### src/rtl/mul_rr_sched.sv
`default_nettype none
//============================================================================//
//  Module   : mul_rr_sched                                                   //
//  Purpose  : Round-robin scheduler sharing one registered 6x6 signed        //
//             multiplier (11-bit product, one-cycle latency, holds its       //
//             output when not enabled) among NREQ requesters.                //
//                                                                            //
//  Ports    : clk        - clock, rising edge                                //
//             rst_n      - asynchronous active-low reset                     //
//             req_valid  - per-requester request valid           [NREQ]      //
//             req_a      - signed multiplicands, 6 bits each     [6*NREQ]    //
//             req_b      - signed multipliers, 6 bits each       [6*NREQ]    //
//             req_ready  - one-hot accept strobe (combinational) [NREQ]      //
//             mul_a      - operand A to the shared multiplier    [6]         //
//             mul_b      - operand B to the shared multiplier    [6]         //
//             mul_en     - multiplier enable, one pulse per operation        //
//             mul_p      - registered product from the multiplier [11]       //
//             rsp_valid  - response valid (registered)                       //
//             rsp_id     - requester index owning rsp_p          [IDW]       //
//             rsp_p      - signed product, unmodified            [11]        //
//             rsp_ovf    - both operands were -32 (product wrapped)          //
//             rsp_ready  - response consumer ready                           //
//             busy       - high while an operation is in flight              //
//                                                                            //
//  Revision : 1.0 - initial release                                          //
//============================================================================//
module mul_rr_sched #(
    parameter int NREQ = 4,
    parameter int IDW  = 2
) (
    input  logic              clk,
    input  logic              rst_n,
    input  logic [NREQ-1:0]   req_valid,
    input  logic [6*NREQ-1:0] req_a,
    input  logic [6*NREQ-1:0] req_b,
    output logic [NREQ-1:0]   req_ready,
    output logic [5:0]        mul_a,
    output logic [5:0]        mul_b,
    output logic              mul_en,
    input  logic [10:0]       mul_p,
    output logic              rsp_valid,
    output logic [IDW-1:0]    rsp_id,
    output logic [10:0]       rsp_p,
    output logic              rsp_ovf,
    input  logic              rsp_ready,
    output logic              busy
);

    //------------------------------------------------------------------------
    // State encoding
    //------------------------------------------------------------------------
    localparam logic [1:0] c_st_idle = 2'd0;
    localparam logic [1:0] c_st_wait = 2'd1;
    localparam logic [1:0] c_st_resp = 2'd2;

    // Most negative 6-bit value; -32 * -32 = +1024 does not fit in 11 bits.
    localparam logic [5:0] c_min_op = 6'b10_0000;

    //------------------------------------------------------------------------
    // Registers
    //------------------------------------------------------------------------
    logic [1:0]     r_state;
    logic [IDW-1:0] r_ptr;
    logic [IDW-1:0] r_id;
    logic           r_ovf;
    logic           r_rsp_valid;
    logic [IDW-1:0] r_rsp_id;
    logic [10:0]    r_rsp_p;
    logic           r_rsp_ovf;

    //------------------------------------------------------------------------
    // Combinational signals
    //------------------------------------------------------------------------
    logic [1:0]      w_state_nxt;
    logic            w_any;
    logic [IDW-1:0]  w_gnt;
    logic [IDW-1:0]  w_ptr_nxt;
    logic            w_accept;
    logic [5:0]      w_a [NREQ];
    logic [5:0]      w_b [NREQ];
    logic [IDW:0]    w_sum;
    logic [IDW-1:0]  w_idx;

    //------------------------------------------------------------------------
    // Operand slicing into per-requester arrays
    //------------------------------------------------------------------------
    generate
        for (genvar gi = 0; gi < NREQ; gi++) begin : g_slice
            assign w_a[gi] = req_a[6*gi +: 6];
            assign w_b[gi] = req_b[6*gi +: 6];
        end
    endgenerate

    //------------------------------------------------------------------------
    // Round-robin search: first valid requester at or after r_ptr, modulo
    // NREQ. The sum is one bit wider than the index so the wrap works for
    // any NREQ, not just powers of two.
    //------------------------------------------------------------------------
    always_comb begin
        w_any = 1'b0;
        w_gnt = '0;
        w_sum = '0;
        w_idx = '0;
        for (int k = 0; k < NREQ; k++) begin
            w_sum = {1'b0, r_ptr} + (IDW+1)'(k);
            if (w_sum >= (IDW+1)'(NREQ)) begin
                w_sum = w_sum - (IDW+1)'(NREQ);
            end
            w_idx = w_sum[IDW-1:0];
            if (!w_any && req_valid[w_idx]) begin
                w_any = 1'b1;
                w_gnt = w_idx;
            end
        end
    end

    // Pointer moves just past the winner so it gets lowest priority next time.
    always_comb begin
        if (w_gnt == IDW'(NREQ-1)) begin
            w_ptr_nxt = '0;
        end else begin
            w_ptr_nxt = w_gnt + IDW'(1);
        end
    end

    //------------------------------------------------------------------------
    // FSM next-state and combinational outputs
    //------------------------------------------------------------------------
    always_comb begin
        w_state_nxt = r_state;
        w_accept    = 1'b0;
        req_ready   = '0;
        mul_a       = '0;
        mul_b       = '0;
        mul_en      = 1'b0;
        case (r_state)
            c_st_idle: begin
                if (w_any) begin
                    w_accept         = 1'b1;
                    req_ready[w_gnt] = 1'b1;
                    mul_a            = w_a[w_gnt];
                    mul_b            = w_b[w_gnt];
                    mul_en           = 1'b1;
                    w_state_nxt      = c_st_wait;
                end
            end
            c_st_wait: begin
                // Product appears on mul_p during this cycle.
                w_state_nxt = c_st_resp;
            end
            c_st_resp: begin
                if (rsp_ready) begin
                    w_state_nxt = c_st_idle;
                end
            end
            default: begin
                w_state_nxt = c_st_idle;
            end
        endcase
    end

    //------------------------------------------------------------------------
    // State register and request bookkeeping
    //------------------------------------------------------------------------
    always_ff @(posedge clk or negedge rst_n) begin
        if (!rst_n) begin
            r_state <= c_st_idle;
            r_ptr   <= '0;
            r_id    <= '0;
            r_ovf   <= 1'b0;
        end else begin
            r_state <= w_state_nxt;
            if (w_accept) begin
                r_ptr <= w_ptr_nxt;
                r_id  <= w_gnt;
                r_ovf <= (w_a[w_gnt] == c_min_op) && (w_b[w_gnt] == c_min_op);
            end
        end
    end

    //------------------------------------------------------------------------
    // Response registers: loaded from the multiplier in WAIT, held in RESP
    // until the consumer takes them.
    //------------------------------------------------------------------------
    always_ff @(posedge clk or negedge rst_n) begin
        if (!rst_n) begin
            r_rsp_valid <= 1'b0;
            r_rsp_id    <= '0;
            r_rsp_p     <= '0;
            r_rsp_ovf   <= 1'b0;
        end else begin
            if (r_state == c_st_wait) begin
                r_rsp_valid <= 1'b1;
                r_rsp_id    <= r_id;
                r_rsp_p     <= mul_p;
                r_rsp_ovf   <= r_ovf;
            end else if ((r_state == c_st_resp) && rsp_ready) begin
                r_rsp_valid <= 1'b0;
            end
        end
    end

    assign rsp_valid = r_rsp_valid;
    assign rsp_id    = r_rsp_id;
    assign rsp_p     = r_rsp_p;
    assign rsp_ovf   = r_rsp_ovf;
    assign busy      = (r_state == c_st_wait) || (r_state == c_st_resp);

endmodule
`default_nettype wire

### config.mk
export PLATFORM = sky130hd
export DESIGN_NAME = mul_rr_sched
export DESIGN_NICKNAME = d
export VERILOG_FILES = /design/src/rtl/mul_rr_sched.sv
export SDC_FILE = /design/constraint.sdc
export NUM_CORES = 1
export LEC_CHECK = 0
export CAP_MARGIN = 10
export CORE_AREA = 5 5 76 71
export DETAILED_ROUTE_END_ITERATION = 8
export DIE_AREA = 0 0 81 76
export PLACE_DENSITY = 0.79
export SYNTH_ARGS = -nofsm -noshare
export SYNTH_HDL_FRONTEND = slang
export SYNTH_SLANG_ARGS = --single-unit
export TNS_END_PERCENT = 5
### constraint.sdc
create_clock -name clk -period 3.2 [get_ports clk]
set_clock_uncertainty 0.05 [all_clocks]
set_input_delay 0.8 -clock clk [delete_from_list [all_inputs] [get_ports clk]]
set_output_delay 0.8 -clock clk [all_outputs]
set_load 0.005 [all_outputs]
Yosys cells after proc, flatten, opt, wreduce, memory -nomap -nowiden --
Cells that the tools add are included.
Cells by class: add/sub/neg operators 8, multipliers 0, div/mod/pow operators 0, magnitude comparators 11, eq/ne operators 7, shifts and indexed selects 0, multiplexer cells 42, bitwise gates (word level) 1, reductions and logical operators 13
Operator list (count):
- 6-bit 2-to-1 mux | 8
- 6-bit binary-select mux with 2-bit select | 2
- 2-bit 2-to-1 mux | 11
- 2-bit by 3-bit < comparator with 1-bit output (second input constant) | 5
- 1-bit 2-to-1 mux | 13
- 6-bit equality test (second input constant) | 2
- 3-bit greater-or-equal comparator (second input constant) | 4
- 1-bit binary-select mux with 2-bit select | 4
- 4-bit 2-to-1 mux | 2
- 2-bit by 1-bit subtractor with 2-bit output (second input constant) | 4
- 2-bit by 2-bit adder with 3-bit output (second input constant) | 2
- 1-bit logical AND | 6
- 2-bit one-hot mux with 3 select lines | 1
- 2-bit equality test (second input constant) | 2
- 2-bit != test (second input constant) | 2
- 2-bit by 1-bit adder with 3-bit output (second input constant) | 1
- 2-bit by 3-bit greater-or-equal comparator with 1-bit output (second input constant) | 1
- 1-bit logical NOT | 3
- 2-bit NOT with 3-bit output | 1
- 2-bit by 1-bit adder with 2-bit output (second input constant) | 1
- 1-bit demux with 2-bit select | 1
- 2-bit by 1-bit equality test with 1-bit output (second input constant) | 1
- 2-bit by 1-bit greater-or-equal comparator with 1-bit output (second input constant) | 1
- 2-bit logical NOT | 1
- other kinds (3) | 3
Storage, ports and cells: register bits after elaboration 22, latch bits 0, bits in writable memories 0, bits in read-only memories 0, output and inout bits 33, memories kept 0

Depth between registers and ports, before layout --
Gate-level depths: netlist of run 1.
word-level depth 20, depth in mapped cells 9, mapped depth without buffers 8

Least setup slack after synthesis of run 1 --
OpenSTA, ideal clock, no wires.
kind input port to output port, start input port req_valid[3], end output port req_ready[0], data arrival time 2.066 ns, setup slack 0.284 ns, stages on the path 6, path buffers 2, cells stage by stage nor4_1 nand2b_1 clkbuf_1 inv_1 clkbuf_1 and2_1
Between the ends: cells in the longest elaborated chain, start to end 18, elaborated cells on any way between the ends 29, those cells by class 2 x order compare; 20 x mux; 7 x reduce/logical
RTL lines:
- start, declared | line 33 | input logic [NREQ-1:0] req_valid,
- 1-bit binary-select mux with 2-bit select | line 110 | if (!w_any && req_valid[w_idx]) begin
- 1-bit 2-to-1 mux (implied by the code) | line 110
- 1-bit 2-to-1 mux | line 110
- 1-bit logical NOT | line 110
- 1-bit logical AND | line 110
- 1-bit 2-to-1 mux | line 110
- 1-bit logical NOT | line 110
- 1-bit logical AND | line 110
- [... 2 more ...]
- 1-bit logical AND | line 110
- 2-bit 2-to-1 mux | line 110
- 2-bit by 3-bit < comparator with 1-bit output (implied by the code) or 2-bit by 1-bit greater-or-equal comparator with 1-bit output (tied branches) | line 140 | req_ready[w_gnt] = 1'b1;
- 1-bit logical AND (implied by the code) | line 140
- 1-bit 2-to-1 mux (implied by the code) | line 140
- 1-bit demux with 2-bit select | line 140
- 4-bit 2-to-1 mux (*) | line 138 | if (w_any) begin
- 4-bit 2-to-1 mux (*) | line 136 | case (r_state)
- end, declared | line 36 | output logic [NREQ-1:0] req_ready,
Mark *: on every way between the ends. The rest lies on a longest branch, timed or not. The select of a mux whose other input is x is not followed.

Worst setup path in the final report of run 1 --
start input port req_valid[3], end output port mul_en
Between the ends: cells in the longest elaborated chain, start to end 14, elaborated cells on any way between the ends 20, those cells by class 14 x mux; 6 x reduce/logical
RTL lines:
- 1-bit binary-select mux with 2-bit select | line 110
- 1-bit 2-to-1 mux (implied by the code) | line 110
- 1-bit 2-to-1 mux | line 110
- 1-bit logical NOT | line 110
- 1-bit logical AND | line 110
- 1-bit 2-to-1 mux | line 110
- 1-bit logical NOT | line 110
- 1-bit logical AND | line 110
- 1-bit 2-to-1 mux | line 110
- 1-bit logical NOT | line 110
- 1-bit logical AND | line 110
- 1-bit 2-to-1 mux (*) | line 110
- 1-bit 2-to-1 mux (*) | line 138
- 1-bit 2-to-1 mux (*) | line 136
- end, declared | line 39 | output logic mul_en,
Marked as above.

==> results of run 1 <==
routing by layer:
| metal | share of wire (%) | up-vias | global-route usage, % |
|---|---|---|---|
| li1 | - | 943 | - |
| met1 | 39 | 912 | 19.4 |
| met2 | 53 | 79 | 32.7 |
| met3 | 6.7 | 12 | 3.07 |
| met4 | 1.5 | 0 | 5.74 |
| met5 | 0 | - | 0 |
layout make-up:
cell class,instances,area (sq um)
Timing Repair Buffer,149,1370
Inverter,6,27.5
Sequential cell,22,551
Multi-Input combinational cell,143,1080
Tap cell,65,81.3
Clock buffer,4,55.1
Fill cell,385,1460
cell families (layout without fill, tap and decap cells):
logic type	after synthesis	after routing	share of synthesized area, %
compound gates	44	44	18.5
fa+ha+maj	7	7	5.47
buf+inv	18	159	4.84
flops	22	22	34.4
mux	16	16	11.1
simple gates	76	76	25.7
state kept, by name, indices dropped and copies added (netlist names):
name,count
rsp_p,11
r_id,2
r_ptr,2
r_state,2
rsp_id,2
r_ovf,1
rsp_ovf,1
rsp_valid,1
worst max-delay path, delay by kind of cell:
family / cells / cell delay (ns)
buffers and inverters: 3 / 1.33
AND/OR/NAND/NOR: 2 / 0.28
timing repair:
| action | 4_1_cts | 5_1_grt |
|---|---|---|
| gates resized for setup | 59 | 45 |
| cloned | 1 | 1 |
| buffers inserted | 9 | 6 |
| pin swaps | 11 | 10 |
| hold buffers | 0 | 0 |
| setup endpoints to repair | 17 | 17 |
how the worst min path moves through the flow:
stage	from	slack [ns]	end	cells past startpoint
6_report	rsp_valid$_DFFE_PN0P_	0.43	rsp_valid$_DFFE_PN0P_	1
5_1_grt	rsp_valid$_DFFE_PN0P_	0.45	rsp_valid$_DFFE_PN0P_	1
4_1_cts	rsp_valid$_DFFE_PN0P_	0.44	rsp_valid$_DFFE_PN0P_	1
3_5_place_dp	rsp_valid$_DFFE_PN0P_	0.42	rsp_valid$_DFFE_PN0P_	1
3_3_place_gp	rsp_valid$_DFFE_PN0P_	0.41	rsp_valid$_DFFE_PN0P_	1
2_1_floorplan	r_id[0]$_DFFE_PN0P_	0.39	r_id[0]$_DFFE_PN0P_	1
power groups by stage:
stage | Sequential (mW) | Combinational [mW] | Clock (mW)
3_5_place_dp | 0.486 | 1.55 | 0
6_report | 0.484 | 1.72 | 0.185
4_1_cts | 0.484 | 1.62 | 0.190
3_3_place_gp | 0.475 | 1.52 | 0
5_1_grt | 0.510 | 1.85 | 0.203
2_1_floorplan | 0.481 | 0.695 | 0
cell usage in the layout (no fill, tap or decap), types with 3 or more instances in the layout:
master and instances:
clkbuf_8 4, ha_1 7, nor2_1 4, mux2_2 14, clkdlybuf4s50_1 78, a22oi_1 3
inv_1 4, o21ai_0 16, buf_4 39, buf_2 7, and2_1 6, clkdlybuf4s15_1 4
nand3_2 3, nand2_1 12, a211oi_1 4, nand3_1 24, dfrtp_1 22, clkbuf_2 5
o21ai_1 3, buf_6 12, and3_1 10
==> summary.md, run 1 <==
| Metric | Value |
|---|---|
| Sequential power share | 20.3% |
| Critical path arrival | 2.42 ns |
| Syn nets | 256 |
| CP startpoint kind | primary input |
| PortBufs | 98 |
| Crit path to | mul_en |
| Yosys reg bits | 22 |
| Setup tns final | -0.0724 ns |
| CP required | 2.35 ns |
| Maximum clock insertion buffer count | 2 |
| Worst Reg-to-Reg Cells | 11 |
| Sequential cell area fraction in the yosys report | 34.4% |
| Mapped cell area | 1600 sq um |
| Leak | 1.40 nW |
| Vias in the first global route | 1974 |
| Fmax | 306 MHz |
| Cell row count | 24 |
| Ys flop type | dfrtp_1 |
| Via density | 5.00 |
| Final setup fails | 2 |
| Reg-to-reg endpoint | r_ovf$_DFFE_PN0P_ |
| Setup WS post-layout | -0.0654 ns |
| Setup CP Type | in2out |
| Pwr per Cell Area | 753 nW/um^2 |
| Antenna violations before repair | 0 |
| Async S/R FF share, synth | 100% |
| Hold Vio Cnt, Final | 0 |
| TritonCTS buffer count | 3 |
| Leading area contributor after synthesis | dfrtp_1 |
| Core box area | 4620 sq um |
| Routed WL | 5.76 mm |
| Avg Cell Area, Syn | 8.75 sq um |
| IO Count | 99 |
| Crit. Startpoint | req_valid[3] |
| Drt pass-1 iters | 4 |
| CTS root buffer | clkbuf_8 |
| Initial Util | 34.6% |
| # DRC | 0 |
| Comb power frac | 72.0% |
| Yosys cell types | 40 |
| Net Sw Power | 874 uW |
| Fin area | 3170 sq um |
| Antenna Nets Post-Route | 0 |
| Slew @ Worst Pin | 0.689 ns |
| Top cells by area, synth | dfrtp_1, mux2_2, nand3_1 |
| Pre-CTS setup slack | -0.643 ns |
| GP Congestion | 0.795 |
| Die Wd | 81 um |
| Die height | 76 um |
| Max-Cap Viols | 0 |
| Placed Area | 2880 sq um |
| Count leader, synth | nand3_1 |
| Fin. max-slew vios | 0 |
| Total global routing overflow | 0 |
| Flop-to-flop setup slack | 0.50 ns |
| Clk slew on worst S/H paths | 0.07 ns |
| Failing checks | setup timing |
| GRT Total Usage | 17.5% |
| Crit. End Element | output port |
| Crit path time final | 3.27 ns |
| Hold WC Path Type | reg2reg |
| Layout cells sized above 1 | 32.7% |
| Post-layout util | 68.5% |
| Global-route wire length before repair | 8.87 mm |
| Final worst path period share | 102% |
| Top cell type's share of synthesized area | 34.4% |
| Via count | 1946 |
| 1st-iter DRT viols | 61 |
| Synth Instances | 183 |
| Worst r2r src | r_ptr[1]$_DFFE_PN0P_ |
| Post-DP HPWL | 4.29 mm |
| Skew-Pair Late Insertion Delay | 0.25 ns |
| Slowest cell on crit path | clkdlybuf4s50_1 |
| Antenna Cells | 0 |
| RSZ-0062 raised after global routing | true |
| Cell-internal power | 1.51 mW |
| Synth top cells by count | nand3_1, dfrtp_1, o21ai_0 |
| Layout area overhead | 97.7% |
| Final cell count without fillers | 389 |
| Clock Sinks | 22 |
| Switching share of total power | 36.6% |
| Crit path max fanout | 15 |
| Routed WL per cell | 14.8 um |
| Clock share of power | 7.8% |
| Layout Nets | 398 |
| Run status | finished, violations left |
| CP peak stage delay | 0.59 ns |
| Relative slew slack | 54.1% |
| Pin count of the biggest net entering global routing | 23 |
| CTS tree | built |
| Die area | 6160 sq um |
| Total power draw | 2.38 mW |
| EDFF count, synth | 0 |
| Cells along the critical path | dlygate4sd2_1, nor4_2, nand2b_1, inv_1, clkdlybuf4s50_1 |
| H-tree Lvls | 1 |
| Min Hold Slack | 0.432 ns |
| Placed insts | 369 |
| Worst VDD drop | 0.297 mV |
| Ys Warns | 0 |
Power figures use the tool's default switching activity.
==> run 2: changes to the inputs <==
- REMOVE_ABC_BUFFERS: unset -> 1
==> run 2 against run 1 <==
The run still ends with setup timing left. Sequential share of layout area shrank 0.71 points. Flip-flop and latch count is the same. Critical path depth up 4. Clock power up 4%. Die area unchanged. Combinational power up 4%. Register-to-register slack gained 0.22 ns. Critical path type unchanged. Largest power group unchanged.
==> summary.md, run 2 (synthesis results as in run 1) <==
| Metric | Value |
|---|---|
| Worst r2r src | r_ptr[0]$_DFFE_PN0P_ |
| Layout Nets | 406 |
| Cell row count | 24 |
| Hold Crit Start | r_id[0]$_DFFE_PN0P_ |
| Min Hold Slack | 0.439 ns |
| CTS root buffer | clkbuf_8 |
| Antenna Nets Post-Route | 0 |
| CTS tree | built |
| Post-DP HPWL | 4.26 mm |
| Hold Path Depth | 1 |
| Setup CP Type | in2out |
| Final cell count without fillers | 397 |
| Total power draw | 2.46 mW |
| Via density | 4.91 |
| CP startpoint kind | primary input |
| Setup tns final | -0.00746 ns |
| Crit path max fanout | 8 |
| Post-layout util | 71.4% |
| PortBufs | 98 |
| Pre-CTS setup slack | -0.616 ns |
| Final setup fails | 1 |
| H-tree Lvls | 1 |
| GRT Total Usage | 17.9% |
| Die height | 76 um |
| Clock Sinks | 22 |
| Maximum clock insertion buffer count | 2 |
| TritonCTS buffer count | 3 |
| Worst VDD drop | 0.338 mV |
| Reg-to-reg endpoint | r_ovf$_DFFE_PN0P_ |
| Slowest cell on crit path | a211oi_4 |
| Layout cells sized above 1 | 36.7% |
| Final worst path period share | 100% |
| Routed WL | 5.73 mm |
| Die Wd | 81 um |
| Antenna Cells | 0 |
| Relative slew slack | 53.6% |
| Routed WL per cell | 14.4 um |
| 1st-iter DRT viols | 41 |
| Vias in the first global route | 2028 |
| Fin area | 3300 sq um |
| Fin. max-slew vios | 0 |
| Layout area overhead | 106% |
| Run status | finished, violations left |
| Total global routing overflow | 0 |
| Slew @ Worst Pin | 0.697 ns |
| Commonest non-fill, non-tap cell in the layout | clkdlybuf4s50_1 |
| Max reg flops | 11 |
| Leak | 1.47 nW |
| CP peak stage delay | 0.32 ns |
| Placed Area | 2930 sq um |
| Setup WS post-layout | -0.00746 ns |
| Fmax | 312 MHz |
| Core box area | 4620 sq um |
| Most frequent cells in the layout | clkdlybuf4s50_1, buf_4, dfrtp_1 |
| Pin count of the biggest net entering global routing | 23 |
| Drt pass-1 iters | 4 |
| Flop-to-flop setup slack | 0.72 ns |
| Hold WC Path Type | reg2reg |
| Placed insts | 374 |
| Global-route wire length before repair | 9.00 mm |
| # DRC | 0 |
| Cells along the critical path | buf_4, nor2b_4, a211oi_4, buf_6, buf_4, o21ai_0, nand3_1, and3_1, dlygate4sd2_1 |
| Hold Vio Cnt, Final | 0 |
| Most used cell, CP | buf_4 |
| Skew-Pair Late Insertion Delay | 0.26 ns |
| Initial Util | 34.6% |
| Clk slew on worst S/H paths | 0.07 ns |
| CTS hold repair buffers | 0 |
| IO Count | 99 |
| Crit. End Element | output port |
| Hold path endpoint | r_id[0]$_DFFE_PN0P_ |
| Worst Reg-to-Reg Cells | 9 |
| Failing checks | setup timing |
| GP Congestion | 0.855 |
| Fillers | 369 |
| Via count | 1950 |
| RSZ-0062 raised after global routing | true |
| Critical path arrival | 2.36 ns |
| Pwr per Cell Area | 746 nW/um^2 |
| Die area | 6160 sq um |
| Max-Cap Viols | 0 |
| CP required | 2.35 ns |
| Crit path time final | 3.21 ns |
| Antenna violations before repair | 0 |
==> run 2: cell types whose count changed in the layout (fill, tap and decap cells not counted), moves of 3 or more <==
cell      previous run  this run
buf_4               39        46
nand3_2              3        10
nand3_1             24        18
buf_12               0         4
buf_2                7         3
buf_6               12         8
a211oi_1             4         1
a211oi_2             2         5
o21ai_0             16        13
==> run 2: worst max-delay path by stage <==
stage / startpoint / to / slack [ns]
2_1_floorplan: req_valid[2] / req_ready[0] / 0.18
3_3_place_gp: req_valid[0] / mul_a[4] / -0.57
3_5_place_dp: req_valid[2] / mul_b[1] / -0.62
4_1_cts: req_valid[0] / mul_a[4] / -0.07
5_1_grt: req_valid[2] / mul_a[2] / -0.09
6_report: req_valid[2] / mul_a[2] / -0.007
==> run 2: worst max-delay path: cells and delay by family <==
| kind | cells | cell delay [ns] |
|---|---|---|
| buffers and inverters | 4 | 0.68 |
| AO/OA/AOI/OAI | 2 | 0.44 |
| AND/OR/NAND/NOR | 3 | 0.43 |
==> run 2: timing repair <==
action | CTS | global route
pin swaps | 10 | 11
hold endpoints to repair | 0 | 0
setup endpoints to repair | 17 | 15
cloned | 1 | 1
buffers inserted | 12 | 5
gates resized for setup | 62 | 37
==> run 2: per-layer routing <==
layer	wire, um	vias to the layer above	track usage [%]
met2	2750	80	30.5
met1	2280	897	20.7
met4	125	0	6.93
li1	-	963	-
met3	569	10	5.44
met5	0	-	0
==> run 2: area by class of cell <==
cell class / count / area (sq um) / share of cell area, %
Clock buffer: 4 / 55.1 / 1.67
Inverter: 6 / 28.8 / 0.872
Multi-Input combinational cell: 143 / 1120 / 34.0
Sequential cell: 22 / 551 / 16.7
Tap cell: 65 / 81.3 / 2.46
Timing Repair Buffer: 156 / 1460 / 44.1
Timing Repair inverter: 1 / 7.51 / 0.227
==> run 2: report_power, final <==
part           switching [mW]  internal [mW]
sequential             0.0798          0.406
combinational           0.736           1.05
clock                  0.0824          0.109
total                   0.898           1.57
